--- src/rtl/h14tx_island_sched_if.sv ---
// Scheduler-side bundle: line timing and packet requests in, period
// sequence and grants out toward the TMDS encoder and packet sources.
interface h14tx_island_sched_if #(
  parameter int NumReq = 4
);
  localparam int SelW = (NumReq > 1) ? $clog2(NumReq) : 1;

  logic              de;
  logic [11:0]       blank_len;
  logic [NumReq-1:0] req;
  logic [NumReq-1:0] grant;
  logic [SelW-1:0]   pkt_sel;
  logic [4:0]        pkt_word;
  logic [1:0]        period;
  logic              island_active;

  // Timing generator / packet sources side
  modport master (
    output de, blank_len, req,
    input  grant, pkt_sel, pkt_word, period, island_active
  );

  // Scheduler side
  modport slave (
    input  de, blank_len, req,
    output grant, pkt_sel, pkt_word, period, island_active
  );
endinterface

--- src/rtl/h14tx_island_sched.sv ---
// Data-island scheduler: per blanking interval decides how many 32-pixel
// packets fit, grants requesters round-robin and sequences the periods.
//
// state      | meaning
// S_IDLE     | active video, waiting for the de falling edge
// S_WAIT     | blanking, counting down to the preamble start pixel
// S_PREAMBLE | 8 preamble pixels
// S_LGUARD   | 2 leading guard-band pixels
// S_DATA     | 32 pixels per packet, n packets back to back
// S_TGUARD   | 2 trailing guard-band pixels
// S_DONE     | rest of blanking in CTRL, waiting for de
module h14tx_island_sched #(
  parameter int NumReq      = 4,
  parameter int MaxPackets  = 2,
  parameter int IslandStart = 10,
  parameter int MinTail     = 12
) (
  input  logic                 i_pixel_clk,
  input  logic                 i_rst,
  h14tx_island_sched_if.slave  bus
);
  localparam int SelW = (NumReq > 1) ? $clog2(NumReq) : 1;
  // preamble + both guard pairs = 12 pixels of island overhead
  localparam logic signed [12:0] FitOffset = 13'(IslandStart + 12 + MinTail);

  typedef enum logic [2:0] {
    S_IDLE, S_WAIT, S_PREAMBLE, S_LGUARD, S_DATA, S_TGUARD, S_DONE
  } state_t;

  state_t              r_state, w_state;
  logic                r_de_q;
  logic [11:0]         r_tmr, w_tmr;
  logic [4:0]          r_pkt_left, w_pkt_left;
  logic [NumReq-1:0]   r_pend, w_pend;
  logic [SelW-1:0]     r_rr_ptr, w_rr_ptr;
  logic [NumReq-1:0]   r_grant, w_grant;
  logic [SelW-1:0]     r_pkt_sel, w_pkt_sel;
  logic [4:0]          r_pkt_word, w_pkt_word;
  logic [1:0]          r_period, w_period;
  logic                r_island, w_island;

  logic                w_fall;
  logic                w_new_pkt;
  logic signed [12:0]  w_fit_raw;
  logic [6:0]          w_fit;
  logic [3:0]          w_pop;
  logic [7:0]          w_n;
  logic [NumReq-1:0]   w_rot;
  logic [SelW-1:0]     w_off;
  logic [SelW:0]       w_sum;
  logic [SelW-1:0]     w_sel;
  logic [SelW-1:0]     w_rr_inc;

  assign w_fall    = !bus.de && r_de_q;
  assign w_fit_raw = $signed({1'b0, bus.blank_len}) - FitOffset;
  assign w_fit     = w_fit_raw[12] ? 7'd0 : 7'(w_fit_raw >>> 5);

  // Count requests present at the snapshot pixel
  always_comb begin
    w_pop = '0;
    for (int i = 0; i < NumReq; i++) w_pop = w_pop + {3'b000, bus.req[i]};
  end

  // Packets this line: min(requests, MaxPackets, what fits before the tail)
  always_comb begin
    w_n = {4'b0000, w_pop};
    if (w_n > 8'(MaxPackets)) w_n = 8'(MaxPackets);
    if (w_n > {1'b0, w_fit})  w_n = {1'b0, w_fit};
  end

  // Round-robin pick: first pending bit at or after rr_ptr, with wrap
  assign w_rot = NumReq'({r_pend, r_pend} >> r_rr_ptr);
  always_comb begin
    w_off = '0;
    for (int i = NumReq - 1; i >= 0; i--) begin
      if (w_rot[i]) w_off = SelW'(i);
    end
  end
  assign w_sum    = {1'b0, r_rr_ptr} + {1'b0, w_off};
  assign w_sel    = (w_sum >= (SelW+1)'(NumReq)) ? SelW'(w_sum - (SelW+1)'(NumReq))
                                                 : SelW'(w_sum);
  assign w_rr_inc = (w_sel == SelW'(NumReq - 1)) ? '0 : w_sel + SelW'(1);

  // Next state, phase timer and the registered output values
  always_comb begin
    w_state    = r_state;
    w_tmr      = r_tmr;
    w_pkt_left = r_pkt_left;
    w_pend     = r_pend;
    w_new_pkt  = 1'b0;
    w_rr_ptr   = r_rr_ptr;
    w_grant    = '0;
    w_pkt_sel  = r_pkt_sel;
    w_pkt_word = '0;
    w_period   = 2'd0;
    w_island   = 1'b0;

    case (r_state)
      S_IDLE: begin
        if (w_fall) begin
          w_pend     = bus.req;
          w_pkt_left = w_n[4:0] - 5'd1;
          if (w_n == 8'd0) begin
            w_state = S_DONE;
          end else if (IslandStart == 0) begin
            w_state = S_PREAMBLE;
            w_tmr   = 12'd7;
          end else begin
            w_state = S_WAIT;
            w_tmr   = 12'(IslandStart - 1);
          end
        end
      end
      S_WAIT: begin
        if (r_tmr == '0) begin
          w_state = S_PREAMBLE;
          w_tmr   = 12'd7;
        end else w_tmr = r_tmr - 12'd1;
      end
      S_PREAMBLE: begin
        if (r_tmr == '0) begin
          w_state = S_LGUARD;
          w_tmr   = 12'd1;
        end else w_tmr = r_tmr - 12'd1;
      end
      S_LGUARD: begin
        if (r_tmr == '0) begin
          w_state   = S_DATA;
          w_tmr     = 12'd31;
          w_new_pkt = 1'b1;
        end else w_tmr = r_tmr - 12'd1;
      end
      S_DATA: begin
        if (r_tmr == '0) begin
          if (r_pkt_left == '0) begin
            w_state = S_TGUARD;
            w_tmr   = 12'd1;
          end else begin
            w_pkt_left = r_pkt_left - 5'd1;
            w_tmr      = 12'd31;
            w_new_pkt  = 1'b1;
          end
        end else w_tmr = r_tmr - 12'd1;
      end
      S_TGUARD: begin
        if (r_tmr == '0) w_state = S_DONE;
        else             w_tmr   = r_tmr - 12'd1;
      end
      S_DONE: begin
        if (bus.de) w_state = S_IDLE;
      end
      default: w_state = S_IDLE;
    endcase

    // de high mid-island aborts the line; nothing more is granted
    if (bus.de) begin
      w_state   = S_IDLE;
      w_new_pkt = 1'b0;
    end

    if (w_new_pkt) begin
      w_grant   = NumReq'(1) << w_sel;
      w_pend    = w_pend & ~w_grant;
      w_rr_ptr  = w_rr_inc;
      w_pkt_sel = w_sel;
    end

    case (w_state)
      S_PREAMBLE: begin w_period = 2'd1; w_island = 1'b1; end
      S_LGUARD:   begin w_period = 2'd2; w_island = 1'b1; end
      S_DATA:     begin w_period = 2'd3; w_island = 1'b1; end
      S_TGUARD:   begin w_period = 2'd2; w_island = 1'b1; end
      default:    begin w_period = 2'd0; w_island = 1'b0; end
    endcase
    if (w_state == S_DATA) w_pkt_word = 5'd31 - w_tmr[4:0];
  end

  // State, line bookkeeping and output registers
  always_ff @(posedge i_pixel_clk or posedge i_rst) begin
    if (i_rst) begin
      r_state    <= S_IDLE;
      r_de_q     <= 1'b0;
      r_tmr      <= '0;
      r_pkt_left <= '0;
      r_pend     <= '0;
      r_rr_ptr   <= '0;
      r_grant    <= '0;
      r_pkt_sel  <= '0;
      r_pkt_word <= '0;
      r_period   <= 2'd0;
      r_island   <= 1'b0;
    end else begin
      r_state    <= w_state;
      r_de_q     <= bus.de;
      r_tmr      <= w_tmr;
      r_pkt_left <= w_pkt_left;
      r_pend     <= w_pend;
      r_rr_ptr   <= w_rr_ptr;
      r_grant    <= w_grant;
      r_pkt_sel  <= w_pkt_sel;
      r_pkt_word <= w_pkt_word;
      r_period   <= w_period;
      r_island   <= w_island;
    end
  end

  assign bus.grant         = r_grant;
  assign bus.pkt_sel       = r_pkt_sel;
  assign bus.pkt_word      = r_pkt_word;
  assign bus.period        = r_period;
  assign bus.island_active = r_island;
endmodule

--- src/flat_wrapper.sv ---
// flat-port wrapper written by rule: the top's interface ports become plain ports
module h14tx_island_sched_flat 
#(
  parameter int NumReq      = 4,
  parameter int MaxPackets  = 2,
  parameter int IslandStart = 10,
  parameter int MinTail     = 12
)
  (i_pixel_clk, i_rst, bus_de, bus_blank_len, bus_req, bus_grant, bus_pkt_sel, bus_pkt_word, bus_period, bus_island_active);
  h14tx_island_sched_if #(.NumReq(NumReq)) bus_i ();
  input  logic i_pixel_clk;
  input  logic i_rst;
  input wire logic [$bits(bus_i.de)-1:0] bus_de;
  input wire logic [$bits(bus_i.blank_len)-1:0] bus_blank_len;
  input wire logic [$bits(bus_i.req)-1:0] bus_req;
  output wire logic [$bits(bus_i.grant)-1:0] bus_grant;
  output wire logic [$bits(bus_i.pkt_sel)-1:0] bus_pkt_sel;
  output wire logic [$bits(bus_i.pkt_word)-1:0] bus_pkt_word;
  output wire logic [$bits(bus_i.period)-1:0] bus_period;
  output wire logic [$bits(bus_i.island_active)-1:0] bus_island_active;
  assign bus_i.de = bus_de;
  assign bus_i.blank_len = bus_blank_len;
  assign bus_i.req = bus_req;
  assign bus_grant = bus_i.grant;
  assign bus_pkt_sel = bus_i.pkt_sel;
  assign bus_pkt_word = bus_i.pkt_word;
  assign bus_period = bus_i.period;
  assign bus_island_active = bus_i.island_active;
  h14tx_island_sched #(.NumReq(NumReq), .MaxPackets(MaxPackets), .IslandStart(IslandStart), .MinTail(MinTail)) u_core (.i_pixel_clk(i_pixel_clk), .i_rst(i_rst), .bus(bus_i));
endmodule
--- config.mk ---
export PLATFORM = sky130hd
export DESIGN_NAME = h14tx_island_sched_flat
export DESIGN_NICKNAME = d
export VERILOG_FILES = /design/src/rtl/h14tx_island_sched_if.sv /design/src/rtl/h14tx_island_sched.sv /design/src/flat_wrapper.sv
export SDC_FILE = /design/constraint.sdc
export NUM_CORES = 1
export LEC_CHECK = 0
export BUFFER_PORTS_ARGS = -buffer_cell sky130_fd_sc_hd__buf_2
export CELL_PAD_IN_SITES_DETAIL_PLACEMENT = 1
export CELL_PAD_IN_SITES_GLOBAL_PLACEMENT = 1
export CORE_MARGIN = 8
export CORE_UTILIZATION = 40
export CTS_CLUSTER_SIZE = 14
export DETAILED_ROUTE_END_ITERATION = 12
export GPL_TIMING_DRIVEN = 0
export PLACE_DENSITY = 0.82
export SKIP_CTS_REPAIR_TIMING = 1
export SLEW_MARGIN = 20
export SYNTH_ARGS = -nofsm -noshare
export SYNTH_HDL_FRONTEND = slang
export SYNTH_SLANG_ARGS = --single-unit
--- constraint.sdc ---
create_clock -name i_pixel_clk -period 2.48 [get_ports i_pixel_clk]
set_clock_uncertainty 0.1 [all_clocks]
set_input_delay 0.248 -clock i_pixel_clk [delete_from_list [all_inputs] [get_ports i_pixel_clk]]
set_output_delay 0.248 -clock i_pixel_clk [all_outputs]
set_load 0.02 [all_outputs]
==> reports/metrics.yaml <==
status:
  status: "complete, but fails checks"
  violations: "setup timing"
setup_path:
  crit_required_ps: 2580
  crit_family: "adder cells"
  crit_buf_inv: 3
  worstPathArrival_ps: 2920
  crit_path_start_kind: "input port"
  worstSetupPathType: "in -> reg"
  critPathMaxFanout: 5
  reg2reg_setup_slack_ps: -120
  path_cells: "buf_2, ha_4, fa_2, inv_2, ha_4, inv_1, ha_4, nand2_1, o21ai_2, nand3_4, mux2i_4, o21ai_4, o21ai_2, a221o_1"
  max_stage_delay_ps: 370
  critPathSlowestCell: "fa_2"
  crit_top_cell: "ha_4"
  end_kind: "flop"
timing:
  period_needed_ps: 2820
  finalSetupViolations: 24
  max_freq_mhz: 354
  slew_viol_final: 0
  finalCritPeriodShare_pct: 114
  hold_viol_final: 0
  finalSetupTns_ps: -6080
  maxSlewHeadroom_pct: 60.8
  rsz0062_at_grt: "yes"
  tightest_slew_ps: 583
  layout_setup_ws_ps: -345
layout:
  post-route-util_pct: 52.8
  drive_above_1_share_pct: 30.9
  area.growth.synth_to_final_pct: 26.7
  antenna_cells_inserted: 0
  nNetsFinal: 372
cts:
  cts_tree: "built"
  cts_root_buffer: "clkbuf_8"
  h-tree-depth: 2
  cts_buffers: 5
  clkSlewWorstSetupHoldPaths_ps: 90
  clock_path_buffers: 2
  cts.sinks: 41
  clk_latency_ps: 310
floorplan:
  chipHeight_um: 97.6
  initial_core_util_pct: 41.7
  io_pins: 33
  fp.dieArea_um2: 9520
  core_area_um2: 6390
  core.rowCount: 29
  die_w_um: 97.6
logic_synthesis:
  synth-seq-cells: 41
  yosys_warnings: 0
  synth_edf_count: 0
  synth.avg_cell_area_um2: 9.24
  synth_seq_area_share_pct: 38.6
  mappedNetlistArea_um2: 2660
  syn_nets: 324
  async_reset_ff_share_pct: 100
  syn_inst: 288
  ys.flop_type: "dfrtp_1"
  synth_cell_types: 61
detailed_routing:
  routed_wl_um: 7910
  via_per_inst: 5.86
  drc: 0
  wire_per_inst_um: 19.1
  drtPass1Iterations: 4
  ant_nets: 0
  dr.first_iter.drc_count: 115
  vias: 2426
job:
  max_cap_viol_count: 0
power:
  p_leak_nw: 1.49
  p_total_mw: 2.69
  ir_worst_vdd_mv: 0.414
  pwr_density_cell_nw_per_um2: 797
placed_design:
  gp_congestion: 0.868
  port_buffers: 31
  dpl.hpwl_um: 5510
global_route:
  antenna_found_initial: 0
  gr-total-overflow: 0
  first_global_vias: 2399
  grt_pass1_wl_um: 12000
  grt_max_degree: 23
  grt.total_usage_pct: 15.2
min_path:
  min_path_type: "in -> reg"
## sequential cells by signal, indices dropped and copies added, names as in the netlist
name and count:
u_core.r_tmr 12, u_core.bus.pkt_word 5, u_core.r_pkt_left 5, u_core.bus.grant 4, u_core.r_pend 4, u_core.r_state 3
u_core.bus.period 2, u_core.bus.pkt_sel 2, u_core.r_rr_ptr 2, u_core.bus.island_active 1, u_core.r_de_q 1
## worst register-to-register path, stage by stage (launching register included)
cell and delay (ps):
dfrtp_2 460, inv_4 100, ha_1 140, nor3b_1 170, and4b_1 250, inv_2 50
buf_4 170, ha_1 310, o21ai_1 120, o311a_1 170, a21oi_1 50, o31a_1 320
nor2_1 110
## layer usage
layer | part of all wire (%) | vias to the layer above | GRT usage [%]
li1 | - | 1143 | -
met1 | 41 | 1229 | 16.6
met2 | 54 | 41 | 28.2
met3 | 2.4 | 13 | 2.84
met4 | 2.4 | 0 | 5.24
met5 | 0 | - | 0
## cell usage in the layout, fill, tap and decap left out, types with 3 or more instances in the layout
cell / netlist / routed
a211oi_1: 4 / 3
a21oi_1: 21 / 20
a31oi_1: 8 / 7
and2_1: 7 / 7
buf_2: 1 / 30
buf_4: 1 / 7
buf_6: 0 / 4
clkbuf_1: 8 / 7
clkbuf_8: 0 / 6
dfrtp_1: 41 / 40
ha_1: 16 / 7
ha_2: 0 / 3
ha_4: 0 / 6
inv_1: 16 / 10
inv_2: 1 / 6
mux2_2: 4 / 4
mux2i_1: 11 / 7
mux2i_4: 0 / 3
nand2_1: 18 / 16
nand2b_1: 4 / 4
nand3_1: 10 / 9
nand4_1: 3 / 3
nor2_1: 29 / 27
nor3_1: 9 / 8
nor4_1: 4 / 3
o211ai_1: 5 / 5
o21ai_0: 11 / 7
o21ai_1: 2 / 4
o311a_1: 3 / 3
xor2_1: 4 / 4
## kinds of logic (layout without fill, tap and decap cells)
family,after synthesis,count (layout),synth area share [%]
mux,16,16,6.35
fa+ha+maj,18,18,8.65
simple gates,99,99,19.0
flops,41,41,38.6
compound gates,78,78,20.8
buf+inv,29,78,4.28
xor+xnor,7,7,2.30
## Yosys cell counts (3+ instances only)
library cell	count	area share, %
a21oi_1	21	4.0
clkbuf_1	8	1.1
xor2_1	4	1.3
nand2_1	18	2.5
inv_1	16	2.3
and2_1	7	1.6
nand3_1	10	1.9
a31oi_1	8	1.9
dfrtp_1	41	39
o21ai_0	11	2.1
nand2b_1	4	0.94
ha_1	16	7.5
nor2_1	29	4.1
nand4_1	3	0.71
xnor2_1	3	0.99
o211ai_1	5	1.4
mux2_2	4	1.7
a211oi_1	4	1.1
mux2i_1	11	4.1
nor4_1	4	0.94
o311a_1	3	1.1
nor3_1	9	1.7
## stage by stage
stage	instance area (um2)	cells	hold WS (ps)	setup WS [ps]
2_1_floorplan	2740	288	179	-273
3_5_place_dp	3020	397	202	-817
3_3_place_gp	2990	396	283	-750
6_report	3370	414	140	-345
5_1_grt	3370	414	153	-468
4_1_cts	3110	405	-138	-495
## area by class of cell
type | instances | area (um2)
timing repair buffer | 41 | 272
clock inverter | 2 | 13.8
clock buffer | 6 | 82.6
fill | 730 | 3020
sequential | 41 | 1030
multi-input combinational | 218 | 1750
tap | 77 | 96.3
buffer | 11 | 53.8
inverter | 18 | 70.1
## power breakdown
part           switching (mW)  internal, mW
Clock                   0.258         0.226
Combinational           0.667         0.516
Sequential              0.198         0.821
## final timing paths
kind | startpoint | cells past startpoint | end
worst max-delay path | bus_req[0] | 14 | u_core.r_tmr[8]$_DFFE_PP0P_
worst min-delay path | bus_req[1] | 3 | u_core.r_pend[1]$_DFF_PP0_
worst max register to register | u_core.r_tmr[0]$_DFF_PP0_ | 12 | u_core.bus.pkt_word[0]$_DFF_PP0_
worst min register to register | u_core.r_tmr[11]$_DFFE_PP0P_ | 1 | u_core.r_tmr[11]$_DFFE_PP0P_
max in group asynchronous | i_rst | 4 | u_core.r_tmr[0]$_DFF_PP0_
min in group asynchronous | i_rst | 3 | u_core.r_rr_ptr[1]$_DFFE_PP0P_
Note: power is estimated with default switching activity, not from simulation.
